===== src/rtl/seg7_pkg.sv =====
// Shared 7-segment glyph table and decoder, used by both the display driver and the readback path
// so the encode and decode tables cannot drift apart.
package seg7_pkg;

    localparam int unsigned SEG_W = 7;
    localparam int unsigned NIB_W = 4;

    localparam logic [SEG_W-1:0] SEG_BLANK = 7'h00;
    localparam logic [SEG_W-1:0] SEG_0     = 7'h3F;
    localparam logic [SEG_W-1:0] SEG_1     = 7'h06;
    localparam logic [SEG_W-1:0] SEG_2     = 7'h5B;
    localparam logic [SEG_W-1:0] SEG_3     = 7'h4F;
    localparam logic [SEG_W-1:0] SEG_4     = 7'h66;
    localparam logic [SEG_W-1:0] SEG_5     = 7'h6D;
    localparam logic [SEG_W-1:0] SEG_6     = 7'h7D;
    localparam logic [SEG_W-1:0] SEG_7     = 7'h07;
    localparam logic [SEG_W-1:0] SEG_8     = 7'h7F;
    localparam logic [SEG_W-1:0] SEG_9     = 7'h6F;
    localparam logic [SEG_W-1:0] SEG_A     = 7'h77;
    localparam logic [SEG_W-1:0] SEG_B     = 7'h7C;
    localparam logic [SEG_W-1:0] SEG_C     = 7'h39;
    localparam logic [SEG_W-1:0] SEG_D     = 7'h5E;
    localparam logic [SEG_W-1:0] SEG_E     = 7'h79;
    localparam logic [SEG_W-1:0] SEG_F     = 7'h71;

    typedef struct packed {
        logic             err;
        logic [NIB_W-1:0] nibble;
    } seg7_dec_t;

    // One readback FIFO entry
    typedef struct packed {
        logic             err;
        logic [NIB_W-1:0] nibble;
        logic [SEG_W-1:0] raw;
    } seg7_entry_t;

    // Blank and every non-glyph pattern report err with nibble 0
    function automatic seg7_dec_t seg_to_hex(input logic [SEG_W-1:0] seg);
        seg7_dec_t d;
        d.err    = 1'b0;
        d.nibble = '0;
        case (seg)
            SEG_0:   d.nibble = 4'h0;
            SEG_1:   d.nibble = 4'h1;
            SEG_2:   d.nibble = 4'h2;
            SEG_3:   d.nibble = 4'h3;
            SEG_4:   d.nibble = 4'h4;
            SEG_5:   d.nibble = 4'h5;
            SEG_6:   d.nibble = 4'h6;
            SEG_7:   d.nibble = 4'h7;
            SEG_8:   d.nibble = 4'h8;
            SEG_9:   d.nibble = 4'h9;
            SEG_A:   d.nibble = 4'hA;
            SEG_B:   d.nibble = 4'hB;
            SEG_C:   d.nibble = 4'hC;
            SEG_D:   d.nibble = 4'hD;
            SEG_E:   d.nibble = 4'hE;
            SEG_F:   d.nibble = 4'hF;
            default: d.err    = 1'b1;
        endcase
        return d;
    endfunction

endpackage


===== src/rtl/seg7_rb_fifo.sv =====
// First-word-fall-through synchronous FIFO holding decoded readback entries.
module seg7_rb_fifo
    import seg7_pkg::*;
#(
    parameter int unsigned DEPTH = 4
) (
    input  logic        clk,
    input  logic        rst,
    input  logic        push_i,
    input  logic        pop_i,
    input  seg7_entry_t wdata_i,
    output seg7_entry_t rdata_o,
    output logic        full_o,
    output logic        empty_o
);

    localparam int unsigned AW = (DEPTH > 1) ? $clog2(DEPTH) : 1;
    localparam int unsigned CW = AW + 1;

    seg7_entry_t    mem_q [DEPTH];
    logic [AW-1:0]  wr_ptr_q;
    logic [AW-1:0]  rd_ptr_q;
    logic [CW-1:0]  count_q;
    logic           do_push;
    logic           do_pop;

    assign empty_o = (count_q == '0);
    assign full_o  = (count_q == CW'(DEPTH));
    assign rdata_o = mem_q[rd_ptr_q];

    // A pop frees a slot in the same cycle, so a full FIFO still accepts a push alongside it
    assign do_pop  = pop_i && !empty_o;
    assign do_push = push_i && (!full_o || do_pop);

    always_ff @(posedge clk) begin
        if (rst) begin
            wr_ptr_q <= '0;
            rd_ptr_q <= '0;
            count_q  <= '0;
            for (int i = 0; i < int'(DEPTH); i++) begin
                mem_q[i] <= '0;
            end
        end else begin
            if (do_push) begin
                mem_q[wr_ptr_q] <= wdata_i;
                wr_ptr_q        <= wr_ptr_q + AW'(1);
            end
            if (do_pop) begin
                rd_ptr_q <= rd_ptr_q + AW'(1);
            end
            if (do_push && !do_pop) begin
                count_q <= count_q + CW'(1);
            end else if (do_pop && !do_push) begin
                count_q <= count_q - CW'(1);
            end
        end
    end

endmodule


===== src/rtl/seg7_readback_decoder.sv =====
// Samples the 7-segment bus, waits for a settled pattern, decodes it and queues it for a consumer.
// Optional accepted-illegal-pattern counter enabled by defining SEG7_RB_ERRCNT_EN.
module seg7_readback_decoder
    import seg7_pkg::*;
#(
    parameter int unsigned STABLE_CYCLES = 4,
    parameter int unsigned DEPTH         = 4
) (
    input  logic             clk,
    input  logic             rst,
    input  logic             ena,
    input  logic [SEG_W-1:0] seg_in,
    output logic             out_valid,
    input  logic             out_ready,
    output logic [NIB_W-1:0] out_nibble,
    output logic             out_err,
    output logic [SEG_W-1:0] out_raw,
    output logic             overflow,
    output logic [7:0]       err_count
);

    localparam int unsigned SW = $clog2(STABLE_CYCLES + 1);
    localparam logic [SW-1:0] STAB_MAX = SW'(STABLE_CYCLES);
    localparam logic [SW-1:0] STAB_ACC = SW'(STABLE_CYCLES - 1);

    logic [SEG_W-1:0] seg_q, seg_d;
    logic [SW-1:0]    stab_cnt_q, stab_cnt_d;
    logic             accepted_q, accepted_d;
    logic             overflow_q, overflow_d;
    logic             accept_c;
    logic             push_c;
    logic             illegal_c;
    logic             fifo_full;
    logic             fifo_empty;
    seg7_dec_t        dec_c;
    seg7_entry_t      wentry_c;
    seg7_entry_t      head;

    // Sampler and stability counter; accepted flag blocks a repeat accept after an ena gap
    always_comb begin
        seg_d      = seg_q;
        stab_cnt_d = stab_cnt_q;
        accepted_d = accepted_q;
        accept_c   = 1'b0;
        if (ena) begin
            seg_d = seg_in;
            if (seg_in != seg_q) begin
                stab_cnt_d = '0;
                accepted_d = 1'b0;
            end else begin
                if (stab_cnt_q != STAB_MAX) begin
                    stab_cnt_d = stab_cnt_q + SW'(1);
                end
                if (stab_cnt_q == STAB_ACC && !accepted_q) begin
                    accept_c   = 1'b1;
                    accepted_d = 1'b1;
                end
            end
        end else begin
            stab_cnt_d = '0;
        end
    end

    always_comb begin
        dec_c           = seg_to_hex(seg_q);
        push_c          = accept_c && (seg_q != SEG_BLANK);
        illegal_c       = push_c && dec_c.err;
        wentry_c.err    = dec_c.err;
        wentry_c.nibble = dec_c.nibble;
        wentry_c.raw    = seg_q;
        overflow_d      = overflow_q || (push_c && fifo_full && !out_ready);
    end

    always_ff @(posedge clk) begin
        if (rst) begin
            seg_q      <= '0;
            stab_cnt_q <= '0;
            accepted_q <= 1'b0;
            overflow_q <= 1'b0;
        end else begin
            seg_q      <= seg_d;
            stab_cnt_q <= stab_cnt_d;
            accepted_q <= accepted_d;
            overflow_q <= overflow_d;
        end
    end

    seg7_rb_fifo #(
        .DEPTH (DEPTH)
    ) u_fifo (
        .clk     (clk),
        .rst     (rst),
        .push_i  (push_c),
        .pop_i   (out_ready),
        .wdata_i (wentry_c),
        .rdata_o (head),
        .full_o  (fifo_full),
        .empty_o (fifo_empty)
    );

    assign out_valid  = !fifo_empty;
    assign out_err    = head.err;
    assign out_nibble = head.nibble;
    assign out_raw    = head.raw;
    assign overflow   = overflow_q;

`ifdef SEG7_RB_ERRCNT_EN
    logic [7:0] err_cnt_q;

    // Counts illegal accepts even when the FIFO drops them
    always_ff @(posedge clk) begin
        if (rst) begin
            err_cnt_q <= '0;
        end else if (illegal_c && err_cnt_q != 8'hFF) begin
            err_cnt_q <= err_cnt_q + 8'(1);
        end
    end

    assign err_count = err_cnt_q;
`else
    logic unused_illegal;
    assign unused_illegal = illegal_c;
    assign err_count      = 8'd0;
`endif

endmodule


===== config.mk =====
export PLATFORM = sky130hd
export DESIGN_NAME = seg7_readback_decoder
export DESIGN_NICKNAME = d
export VERILOG_FILES = /design/src/rtl/seg7_pkg.sv /design/src/rtl/seg7_rb_fifo.sv /design/src/rtl/seg7_readback_decoder.sv
export SDC_FILE = /design/constraint.sdc
export NUM_CORES = 1
export LEC_CHECK = 0
export BUFFER_PORTS_ARGS = -buffer_cell sky130_fd_sc_hd__buf_2
export CAP_MARGIN = 15
export CORE_UTILIZATION = 53
export CTS_CLUSTER_DIAMETER = 150
export DETAILED_ROUTE_END_ITERATION = 7
export PLACE_DENSITY_LB_ADDON = 0.08
export SYNTH_ARGS = -nofsm -noshare
export SYNTH_HDL_FRONTEND = slang
export SYNTH_HIERARCHICAL = 1
export SYNTH_SLANG_ARGS = --single-unit

===== constraint.sdc =====
create_clock -name clk -period 5.1 [get_ports clk]
set_input_delay 0 -clock clk [delete_from_list [all_inputs] [get_ports clk]]
set_output_delay 0 -clock clk [all_outputs]
set_load 0.05 [all_outputs]

# After elaboration in Yosys (flattened, before gate mapping)
# Memories as Yosys holds them, arrays and structs flattened. A register that Yosys moved wholly into a read port is not among the register bits.
# Cells that the tools add are included.
[totals]
regBits = 19
mem_bits_rw = 48
output_inout_bits = 22
word_cells = 77
n_memories = 1
[memory_table]
columns = ["memory", "depth", "word_bits", "rd", "rd_clocked_by_memory_dff", "write_ports", "line", "text"]
rows = [
  ["u_fifo.mem_q", 4, 12, 1, 1, 4, "seg7_rb_fifo.sv:20", "seg7_entry_t mem_q [DEPTH];"],
]
[op_classes]
addsub = 5
eq_ne = 20
muxes = 19
n_bitwise = 1
reduce_logical = 24
[ops]
columns = ["op", "count"]
rows = [
  ["7-bit equality test, second input constant", 12],
  ["4-bit one-hot mux with 15 select lines", 1],
  ["16-bit OR reduction", 1],
  ["7-bit by 3-bit equality test with 1-bit output, second input constant", 2],
  ["7-bit by 6-bit equality test with 1-bit output, second input constant", 2],
  ["1-bit 2-to-1 mux", 12],
  ["12-bit 2-to-1 mux", 1],
  ["12-bit OR reduction", 1],
  ["1-bit logical AND", 8],
  ["7-bit inequality test", 1],
  ["7-bit nonzero test", 1],
  ["3-bit by 1-bit adder with 3-bit output, second input constant", 2],
  ["1-bit zero test", 6],
  ["2-bit 2-to-1 mux", 3],
  ["3-bit 2-to-1 mux", 2],
  ["2-bit by 1-bit adder with 2-bit output, second input constant", 2],
  ["2-bit nonzero test", 2],
  ["3-bit by 2-bit equality test with 1-bit output, second input constant", 1],
  ["3-bit equality test, second input constant", 1],
  ["3-bit zero test", 1],
  ["3-bit inequality test, second input constant", 1],
  ["3-bit OR reduction", 1],
  ["3-bit by 1-bit subtractor with 3-bit output, second input constant", 1],
  ["1-bit logical OR", 2],
  ["2 further kinds", 2],
]

# Longest topological paths before layout
# Gate-level depths: netlist of run 1.
[depth]
ltp_word = 12
mapped_depth = 13

# Modules after synthesis
# Netlist of run 1, hierarchy kept.
[by_module_without_submodules]
columns = ["module", "n_inst", "cells_per_inst", "area_each_um2"]
rows = [
  ["seg7_rb_fifo", 1, 164, 2513.7],
  ["seg7_readback_decoder", 1, 126, 1006.0],
]

# Least setup slack after synthesis of run 1
# Ideal clock, no wire load.
[synth_timing]
path_kind = "register to register"
startpoint = "reg seg_q[6]"
endpoint = "mem u_fifo/mem_q[1][0] (netlist bit) (enable)"
t_arrival_ps = 2410
path_slack_ps = 2290
stages_incl_launch_ff = 8
synth_period_minus_slack_ps = 2810
path_cell_list = "dfxtp_1 > buf_6 > xor2_1 > nor4_2 > nand4_2 > nor2_1 > nand2_1 > o31ai_1"
[synth_lines]
columns = ["item", "line", "text"]
rows = [
  ["start, declared", "seg7_readback_decoder.sv:26", "logic [SEG_W-1:0] seg_q, seg_d;"],
  ["start signal, assigned", "seg7_readback_decoder.sv:81", "seg_q <= seg_d;"],
  ["end, declared", "seg7_rb_fifo.sv:20", ""],
]

# Final worst setup path of run 1
[layout_timing]
startpoint = "reg seg_q[3]"
endpoint = "reg u_fifo.count_q[2]"
[layout_between]
elab_chain_cells = 8
[layout_lines]
columns = ["item", "line", "text"]
rows = [
  ["7-bit inequality test", "seg7_readback_decoder.sv:47", "if (seg_in != seg_q) begin"],
  ["1-bit 2-to-1 mux", "seg7_readback_decoder.sv:47", ""],
  ["1-bit 2-to-1 mux", "seg7_readback_decoder.sv:45", "if (ena) begin"],
  ["1-bit logical AND (*)", "seg7_readback_decoder.sv:66", "push_c = accept_c && (seg_q != SEG_BLANK);"],
  ["named net push_c", "seg7_readback_decoder.sv:31", "logic push_c;"],
  ["1-bit logical AND (*)", "seg7_rb_fifo.sv:33", "assign do_push = push_i && (!full_o || do_pop);"],
  ["named net u_fifo.do_push", "seg7_rb_fifo.sv:24", "logic do_push;"],
  ["1-bit zero test", "seg7_rb_fifo.sv:53", "end else if (do_pop && !do_push) begin"],
  ["1-bit logical AND", "seg7_rb_fifo.sv:53", ""],
  ["2-bit nonzero test (no source line)", "n/a", ""],
  ["end signal, assigned", "seg7_rb_fifo.sv:52", "count_q <= count_q + CW'(1);"],
  ["end signal, assigned", "seg7_rb_fifo.sv:54", "count_q <= count_q - CW'(1);"],
  ["end, declared", "seg7_rb_fifo.sv:23", "logic [CW-1:0] count_q;"],
]
# The timed path passes the listed nets; every way through them passes the cells marked *.
# A chain may end at the register's enable or synchronous reset.

==> impl_metrics.csv, run 1 <==
group,metric,value,unit
outcome,status,"finished clean",
setup_path,slowest_stage,"dfxtp_1",
sta,maxSlewViolCount,0,
clock_network,clock_path_buffers,2,
clock_network,cts_root_buf,"clkbuf_8",
place,gp_congestion,0.772,
finish,mostFrequentLayoutCells,"and2_1, edfxtp_1, buf_2",
setup_path,cp.required,5.36,ns
power_and_ir_drop,power_density,290,nW/µm²
global_route,grt_util_all_layers,20.0,%
place,place_inst,377,
setup_path,cpPeakStageDelay,0.70,ns
clock_network,cts_hold_buffers,7,
drt,firstDrtPassIters,4,
finish,fillers,513,
global_route,grt_max_degree,28,
drt,ant_nets,0,
global_route,antenna_found_initial,0,
clock_network,clk_latency,0.34,ns
sta,tightest_slew,1.02,ns
power_and_ir_drop,leakagePower,1.50,nW
worst_hold_path,hold_class,"input pin to flip-flop",
sta,timing.final.crit_share,62.0,%
drt,drt_iter0_markers,86,
setup_path,worst-path-buf-inv,2,
clock_network,cts_setup_buffers,0,
sta,min_period,3.16,ns
sta,slew_headroom,31.6,%
power_and_ir_drop,peakVddDrop,183,µV
setup_path,arrival,3.43,ns
drt,wl_per_cell,15.9,µm
clock_network,h-tree-depth,3,
drt,via_count,2188,
setup_path,crit_type,"flip-flop to flip-flop",
logic_synthesis,ys_seq_elements,69,
drt,drc_errors,0,
finish,nets,334,
logic_synthesis,yosysSeqAreaShare,52.9,%
sta,finalClockSkew,0.00407,ns
logic_synthesis,synth-async-reset-ratio,0,%
clock_network,numCtsBuffers,9,
finish,drive_above_1_share,19.5,%
floorplanning,core,6390,µm²
clock_network,cts_sinks,69,
clock_network,cts_resized,0,
finish,num_antenna_cells,0,
sta,hold_viol_final,0,
setup_path,cp_max_fo,21,
setup_path,worstSetupEndpointType,"flip-flop",
logic_synthesis,synth-warning-count,6,
floorplanning,initial_core_util,55.1,%
place,hpwl,4.09,mm
logic_synthesis,synth.avg_cell_area,12.1,µm²
floorplanning,num_rows,29,
logic_synthesis,syn_inst,290,
floorplanning,chipWidth,83.5,µm
drt,routed_wl,6.34,mm
finish,finalNonFillerCells,400,
drt,via_per_inst,5.47,
floorplanning,dieHeight,83.5,µm
logic_synthesis,synth_flop_cell,"edfxtp_1",
finish,postLayoutCoreUtil,61.5,%
clock_network,cts_tree,"yes",
global_route,grt_overflow,0,
clock_network,path_clk_slew,0.07,ns
logic_synthesis,synth.cell_area,3520,µm²
place,portBuffers,24,
sta,final-setup-viol-count,0,
global_route,grt_pass1_wl,10.5,mm
floorplanning,die_area,6970,µm²
finish,area_growth,11.6,%
sta,final.setup.tns,0,ns
place,post_dp_cell_area,3670,µm²
logic_synthesis,yosysUniqueCellTypes,57,
setup_path,crit_chain,"xor2_1 -> nor4_2 -> nand4_2 -> nor2_1 -> nand2b_1 -> inv_1 -> ha_1 -> inv_1 -> fa_1 -> xor2_1 -> or3_1 -> a21oi_1",
setup_path,startpoint_type,"flip-flop",
floorplanning,ios,33,
finish,fin_area,3930,µm²
setup_path,cp_top_family,"simple AND/OR/NAND/NOR gates",
logic_synthesis,synth_edf_count,48,
sta,rsz0062_at_grt,"no",
finish,layout_commonest_cell,"and2_1",
global_route,grt_pass1_vias,2123,
sta,fmax,316,MHz
job,max_cap_viol_count,0,
-- layout make-up --
cell class | count | area (µm²) | share of cell area (%)
repair buffers | 36 | 228 | 5.80
clock inverters | 5 | 53.8 | 1.37
multi-input cells | 193 | 1520 | 38.8
inverters | 9 | 33.8 | 0.860
clock buffers | 11 | 131 | 3.35
flip-flops and latches | 69 | 1860 | 47.4
well taps | 77 | 96.3 | 2.45
-- flip-flops by register name, summed over array words and instances (netlist names), named ones only --
signal and count:
accepted_q 1, overflow 1, seg_q 7, stab_cnt_q 3, u_fifo/count_q 3, u_fifo/mem_q 48
u_fifo/rd_ptr_q 2, u_fifo/wr_ptr_q 2
-- metrics by stage --
stage	hold slack [ns]	total power, mW	setup WS, ns
after floorplan	0.0768	0.709	2.29
after global placement	0.264	0.725	2.07
after detailed placement	0.267	0.726	1.98
after CTS	0.0153	1.15	1.95
after global routing	0.0269	1.19	1.61
final	0.0275	1.14	1.94
-- cells in the mapped netlist, types with 2 or more instances --
cell type / number / area (µm²)
o211ai_1: 2 / 15.0
nor4_1: 4 / 25.0
and3_1: 2 / 12.5
nand3b_1: 2 / 15.0
buf_4: 8 / 60.1
a211oi_1: 3 / 22.5
nor3_1: 4 / 20.0
a211o_1: 2 / 17.5
clkbuf_1: 13 / 48.8
xnor2_1: 4 / 35.0
nor3b_1: 3 / 22.5
a21o_1: 2 / 15.0
mux4_2: 12 / 270
ha_1: 4 / 50.1
inv_1: 9 / 33.8
xor2_1: 9 / 78.8
edfxtp_1: 48 / 1440
buf_2: 2 / 10.0
dfxtp_1: 21 / 420
nand2_1: 10 / 37.5
nor2b_1: 3 / 18.8
mux2i_1: 9 / 90.1
nand4_1: 2 / 12.5
a21oi_1: 3 / 15.0
o21ai_0: 7 / 35.0
nor2_1: 17 / 63.8
and2_1: 49 / 307
or4b_1: 2 / 20.0
nand2b_1: 3 / 18.8
nand3_1: 3 / 15.0
o31ai_1: 2 / 15.0
-- power breakdown --
group | internal [mW] | total, mW | switching [mW]
clock | 0.224 | 0.421 | 0.198
combinational | 0.0277 | 0.0819 | 0.0543
sequential | 0.616 | 0.635 | 0.0196
-- cells by family (layout without fill, tap and decap cells) --
logic type / Yosys count / after routing / synth area share (%)
buffers and inverters: 35 / 61 / 4.91
other: 1 / 8 / 0.107
DFF: 69 / 69 / 52.9
AOI/OAI and AO/OA: 30 / 30 / 6.08
adders and majority gates: 5 / 5 / 1.99
muxes: 22 / 22 / 10.6
xor gates and xnor gates: 13 / 13 / 3.24
and+or+nand+nor: 115 / 115 / 20.2
-- tightest hold or removal path, stage by stage --
cell and delay [ns]:
buf_2 0.13, or4b_1 0.13, o22ai_1 0.06
-- worst paths after layout --
kind,slack (ns),end,from,cells past startpoint
setup reg to reg,1.94,u_fifo/count_q[2],seg_q[3],12
hold reg to reg,0.49,overflow,overflow,2
setup / recovery,1.94,u_fifo/count_q[2],seg_q[3],12
hold / removal,0.03,overflow,out_ready,3
-- per-layer routing --
metal / global-route usage (%) / share of wire, % / vias to the layer above
met5: 0 / 0 / -
met2: 34.1 / 50 / 57
li1: - / - / 1092
met4: 7.09 / 1.6 / 0
met1: 24.3 / 44 / 1029
met3: 5.84 / 4.8 / 10
(Power assumes the default switching activity.)
==> inputs of run 2 (changes only) <==
Settings changed: ABC_AREA from default to 1.
Clock period 5.1 ns to 3 ns, I/O delays scaled along.
==> impl_metrics.csv, run 2 <==
group,metric,value,unit
outcome,status,"finished with violations",
outcome,violations,"DRC",
drt,drc_errors,6,
clock_network,cts_setup_buffers,0,
sta,rsz0062_at_grt,"no",
clock_network,cts_tree,"yes",
logic_synthesis,yosys-top-cells-count,"nor2_1, nand2_1, edfxtp_1",
finish,nets,476,
logic_synthesis,yosysUniqueCellTypes,33,
drt,via_per_inst,5.23,
finish,largest_register_ffs,48,
drt,ant_nets,0,
power_and_ir_drop,leakagePower,1.65,nW
sta,final.setup.tns,0,ns
sta,fin_hold_ws,0.00905,ns
setup_path,cp_max_fo,3,
worst_hold_path,hold_class,"input pin to flip-flop",
place,gp_congestion,0.823,
sta,tightest_slew,1.03,ns
finish,finalNonFillerCells,542,
finish,drive_above_1_share,18.9,%
place,portBuffers,24,
logic_synthesis,yosysTopAreaCellShare,40.3,%
clock_network,path_clk_slew,0.07,ns
global_route,grt_max_degree,26,
logic_synthesis,synth_edf_count,48,
clock_network,numCtsBuffers,9,
logic_synthesis,synth-async-reset-ratio,0,%
clock_network,clk_latency,0.35,ns
logic_synthesis,yosysSeqAreaShare,52.0,%
place,hpwl,5.12,mm
drt,drt_iter0_markers,85,
logic_synthesis,synth_flop_cell,"edfxtp_1",
sta,hold_viol_final,0,
floorplanning,num_rows,29,
worst_hold_path,hp-start,"ena",
drt,firstDrtPassIters,6,
logic_synthesis,synth.avg_cell_area,8.60,µm²
job,max_cap_viol_count,0,
clock_network,cts_sinks,69,
power_and_ir_drop,peakVddDrop,377,µV
logic_synthesis,ys_seq_elements,69,
setup_path,cp.required,3.24,ns
setup_path,worstSetupEndpointType,"flip-flop",
logic_synthesis,synth-warning-count,6,
sta,finalClockSkew,0.00744,ns
sta,slew_headroom,31.2,%
clock_network,clock_path_buffers,2,
setup_path,reg2reg_from,"stab_cnt_q[1]",
drt,via_count,2837,
sta,timing.final.crit_share,90.1,%
floorplanning,die_area,7080,µm²
floorplanning,core,6420,µm²
floorplanning,ios,33,
logic_synthesis,yosysTopAreaCell,"edfxtp_1",
sta,min_period,2.70,ns
setup_path,startpoint_type,"flip-flop",
global_route,grt_util_all_layers,23.1,%
global_route,grt_pass1_vias,2642,
global_route,antenna_found_initial,0,
drt,wl_per_cell,13.9,µm
clock_network,cts_root_buf,"clkbuf_8",
logic_synthesis,synth.cell_area,3580,µm²
sta,maxSlewViolCount,0,
sta,final-setup-viol-count,0,
logic_synthesis,yosysMostFrequentCell,"nor2_1",
finish,num_antenna_cells,0,
place,place_inst,513,
clock_network,h-tree-depth,3,
floorplanning,dieHeight,84.2,µm
drt,routed_wl,7.52,mm
finish,area_growth,14.6,%
power_and_ir_drop,power_density,678,nW/µm²
global_route,grt_pass1_wl,12.4,mm
floorplanning,chipWidth,84.2,µm
setup_path,crit_type,"flip-flop to flip-flop",
global_route,grt_overflow,0,
finish,reg_top3,"u_fifo/mem_q (48), seg_q (7)",
logic_synthesis,synthTopCellsByArea,"edfxtp_1, dfxtp_1, nor2_1",
setup_path,startpoint,"stab_cnt_q[1]",
finish,layout_commonest_cell,"nor2_1",
floorplanning,initial_core_util,55.7,%
setup_path,arrival,2.94,ns
finish,mostFrequentLayoutCells,"nor2_1, nand2_1, edfxtp_1",
sta,fmax,370,MHz
logic_synthesis,syn_inst,416,
finish,regMostFlops,"u_fifo/mem_q",
[run 2: changes by cell type after synthesis, moves of 14 or more]
cell / before / now
and2_1: 49 / 1
inv_1: 9 / 47
inv_2: 0 / 16
nand2_1: 10 / 52
nor2_1: 17 / 74
nor3_1: 4 / 18
o21ai_0: 7 / 41
[run 2: logic make-up after synthesis]
logic type      synth area share [%]
buf+inv                         10.5
fa+ha+maj                       1.96
compound gates                  10.6
simple gates                    23.9
other cells                    0.105
flops                           52.0
xor+xnor                       0.980
[run 2: final timing paths]
check	to	slack (ns)	cells after the start
setup reg to reg	u_fifo/count_q[2]	0.30	15
setup / recovery	u_fifo/count_q[2]	0.30	15
hold reg to reg	u_fifo/rd_ptr_q[0]	0.50	2
hold / removal	seg_q[1]	0.009	2
[run 2: metrics by stage]
step                total power, mW  instance area, µm²  util, %  setup slack (ns)
floorplan                      1.84                3600        -          -0.00904
global placement               2.01                3760     58.6             0.296
detailed placement             2.03                3760     58.6             0.228
CTS                            2.80                4090     63.7             0.211
global route                   2.92                4100     63.8            0.0235
finish                         2.78                4100     63.8             0.297
[run 2: layer usage]
metal	vias to the layer above	part of all wire [%]	GRT usage, %
li1	1443	-	-
met1	1325	46	28.7
met2	55	48	38.6
met3	14	3.6	5.41
met4	0	2.1	10.5
met5	-	0	0
[run 2: power breakdown]
| part | total [mW] | internal, mW | leakage, nW | switching (mW) |
|---|---|---|---|---|
| registers | 1.13 | 1.08 | 0.664 | 0.0562 |
| logic | 0.887 | 0.220 | 0.898 | 0.667 |
| clock network | 0.761 | 0.386 | 0.0918 | 0.375 |
[run 2: worst max-delay path, cell delays in order (launching register included)]
cell	delay (ns)
dfxtp_1	0.36
ha_1	0.15
ha_1	0.13
nand2_1	0.06
or2_0	0.25
nor4_2	0.31
nand2_1	0.11
buf_4	0.15
inv_1	0.06
ha_1	0.17
inv_1	0.07
fa_1	0.38
nand2_1	0.08
nand3_1	0.09
o21ai_0	0.15
a21oi_1	0.06
[run 2: cell type report]
cell class                 instances  area (µm²)
fill                             571        2320
sequential                        69        1860
multi-input combinational        269        1370
timing repair buffer              48         333
inverter                          63         236
clock buffer                       9         124
tap                               77        96.3
clock inverter                     7        75.1
[run 2: timing repair]
| action | 4_1_cts | 5_1_grt |
|---|---|---|
| resized for setup | 0 | 1 |
| endpoints found under the setup margin | 0 | 13 |
| hold endpoints to repair | 11 | 0 |
| hold buffers | 13 | 0 |
==> inputs of run 3 (changes only) <==
Settings changed: GPL_TIMING_DRIVEN from default to 0, SETUP_SLACK_MARGIN from default to 0.5.
==> impl_metrics.csv, run 3 (synthesis gave the netlist of run 2 again) <==
group,metric,value,unit
sta,maxSlewViolCount,0,
power_and_ir_drop,seq_power_share,39.7,%
drt,ant_nets,0,
clock_network,clk_latency,0.36,ns
sta,timing.final.crit_share,81.2,%
floorplanning,ios,33,
floorplanning,dieHeight,84.2,µm
floorplanning,die_area,7080,µm²
setup_path,slowest_stage,"fa_2",
finish,regMostFlops,"u_fifo/mem_q",
finish,fillers,515,
floorplanning,num_rows,29,
sta,fin_hold_ws,0.0539,ns
setup_path,crit_type,"flip-flop to flip-flop",
sta,min_period,2.44,ns
global_route,grt_overflow,0,
drt,via_per_inst,5.26,
clock_network,numCtsBuffers,9,
power_and_ir_drop,clock_power_share,26.9,%
setup_path,crit_chain,"ha_4 -> ha_4 -> nand2_2 -> or2_4 -> nor4_4 -> nand2_2 -> inv_2 -> ha_4 -> inv_4 -> fa_2 -> o21ai_1 -> nor2_1",
setup_path,arrival,2.73,ns
clock_network,cts_sinks,69,
drt,routed_wl,7.95,mm
place,portBuffers,24,
finish,mostFrequentLayoutCells,"nor2_1, nand2_1, edfxtp_1",
global_route,grt_max_degree,13,
sta,hold_viol_final,0,
sta,finalClockSkew,0.00992,ns
power_and_ir_drop,p_sw,1.12,mW
setup_path,cp.required,3.29,ns
clock_network,path_clk_slew,0.08,ns
job,max_cap_viol_count,0,
setup_path,critPathMostFrequentCell,"ha_4",
sta,final.setup.tns,0,ns
global_route,grt_pass1_vias,2727,
setup_path,startpoint_type,"flip-flop",
setup_path,reg2reg_from,"stab_cnt_q[1]",
power_and_ir_drop,peakVddDrop,345,µV
power_and_ir_drop,sw_frac_of_total,39.5,%
setup_path,cp_max_fo,4,
finish,largest_register_ffs,48,
power_and_ir_drop,pwr-share-comb,33.4,%
clock_network,clock_path_buffers,2,
outcome,violations,"DRC",
setup_path,cpPeakStageDelay,0.52,ns
drt,drt_iter0_markers,219,
drt,firstDrtPassIters,7,
sta,slew_headroom,58.4,%
place,hpwl,5.39,mm
floorplanning,initial_core_util,55.7,%
global_route,antenna_found_initial,0,
worst_hold_path,hold_class,"input pin to flip-flop",
setup_path,startpoint,"stab_cnt_q[1]",
finish,area_growth,20.9,%
clock_network,h-tree-depth,3,
finish,reg_top3,"u_fifo/mem_q (48), seg_q (7)",
sta,fmax,411,MHz
finish,num_antenna_cells,0,
drt,via_count,2952,
drt,wl_per_cell,14.2,µm
clock_network,cts_tree,"yes",
outcome,status,"finished with violations",
floorplanning,core,6420,µm²
floorplanning,chipWidth,84.2,µm
worst_hold_path,hp-start,"ena",
sta,rsz0062_at_grt,"yes",
global_route,grt_pass1_wl,13.0,mm
global_route,grt.busiest_layer,"met2",
global_route,grt_use_met1,30.8,%
place,gp_congestion,0.802,
sta,tightest_slew,0.624,ns
power_and_ir_drop,p_int,1.73,mW
finish,drive_above_1_share,23.8,%
power_and_ir_drop,leakagePower,1.74,nW
power_and_ir_drop,power_density,659,nW/µm²
setup_path,worstSetupEndpointType,"flip-flop",
global_route,grt_util_all_layers,24.0,%
clock_network,cts_root_buf,"clkbuf_8",
global_route,grt_use_met3,4.52,%
global_route,grt_use_met2,39.5,%
finish,layout_commonest_cell,"nor2_1",
finish,nets,495,
drt,drc_errors,6,
sta,final-setup-viol-count,0,
## run 3: cell count changes in the layout (fill, tap and decap cells not counted), sizes merged
cell	delta
clkinv	+1
clkinvlp	-1
buf	+13
inv	-1
clkbuf	+7
## run 3: area by class of cell
class	count	area [µm²]	area share [%]
sequential	69	1870	43.2
multi-input combinational	269	1450	33.6
timing repair buffer	45	330	7.64
inverter	63	239	5.53
buffer	22	139	3.21
clock buffer	10	138	3.18
tap	77	96.3	2.23
clock inverter	6	62.6	1.45
## run 3: worst paths after layout
| path | slack, ns | cells after the start | to |
|---|---|---|---|
| worst min-delay path | 0.05 | 4 | accepted_q |
| worst max-delay path | 0.56 | 12 | u_fifo/count_q[1] |
| worst min register to register | 0.50 | 2 | stab_cnt_q[1] |
| worst max register to register | 0.56 | 12 | u_fifo/count_q[1] |
## run 3: timing repair
item | 4_1_cts | 5_1_grt
gates resized for setup | 5 | 20
hold buffers | 13 | 0
endpoints found under the hold margin | 11 | 0
pin swaps | 1 | 11
endpoints found under the setup margin | 44 | 14
buffers inserted | 1 | 5
## run 3: power groups by stage
stage	clock network, mW	logic (mW)	registers [mW]
floorplan	0	0.708	1.14
global placement	0	0.895	1.15
detailed placement	0	0.912	1.15
CTS	0.772	0.929	1.13
global route	0.814	1.04	1.14
finish	0.765	0.952	1.13
## run 3: worst max-delay path: cells and delay by family, from the launching register on
family,cells,cell delay [ns]
simple gates,5,0.89
fa+ha+maj,4,0.93
compound gates,1,0.07
buf+inv,2,0.13
flops,1,0.36
## run 3: stage by stage
stage / power (mW) / cell area (µm²) / instances / utilization, % / worst slack, ns
global route: 2.99 / 4320 / 561 / 67.3 / 0.416
global placement: 2.05 / 3830 / 524 / 59.7 / 0.0481
finish: 2.85 / 4320 / 561 / 67.3 / 0.564
floorplan: 1.85 / 3620 / 423 / - / 0.542
detailed placement: 2.07 / 3860 / 526 / 60.1 / 0.0505
CTS: 2.83 / 4210 / 556 / 65.6 / 0.491
## run 3: layer usage
| metal | up-vias | wire, µm |
|---|---|---|
| met3 | 18 | 424 |
| met5 | - | 0 |
| met4 | 0 | 215 |
| met2 | 92 | 3850 |
| li1 | 1479 | - |
| met1 | 1363 | 3460 |
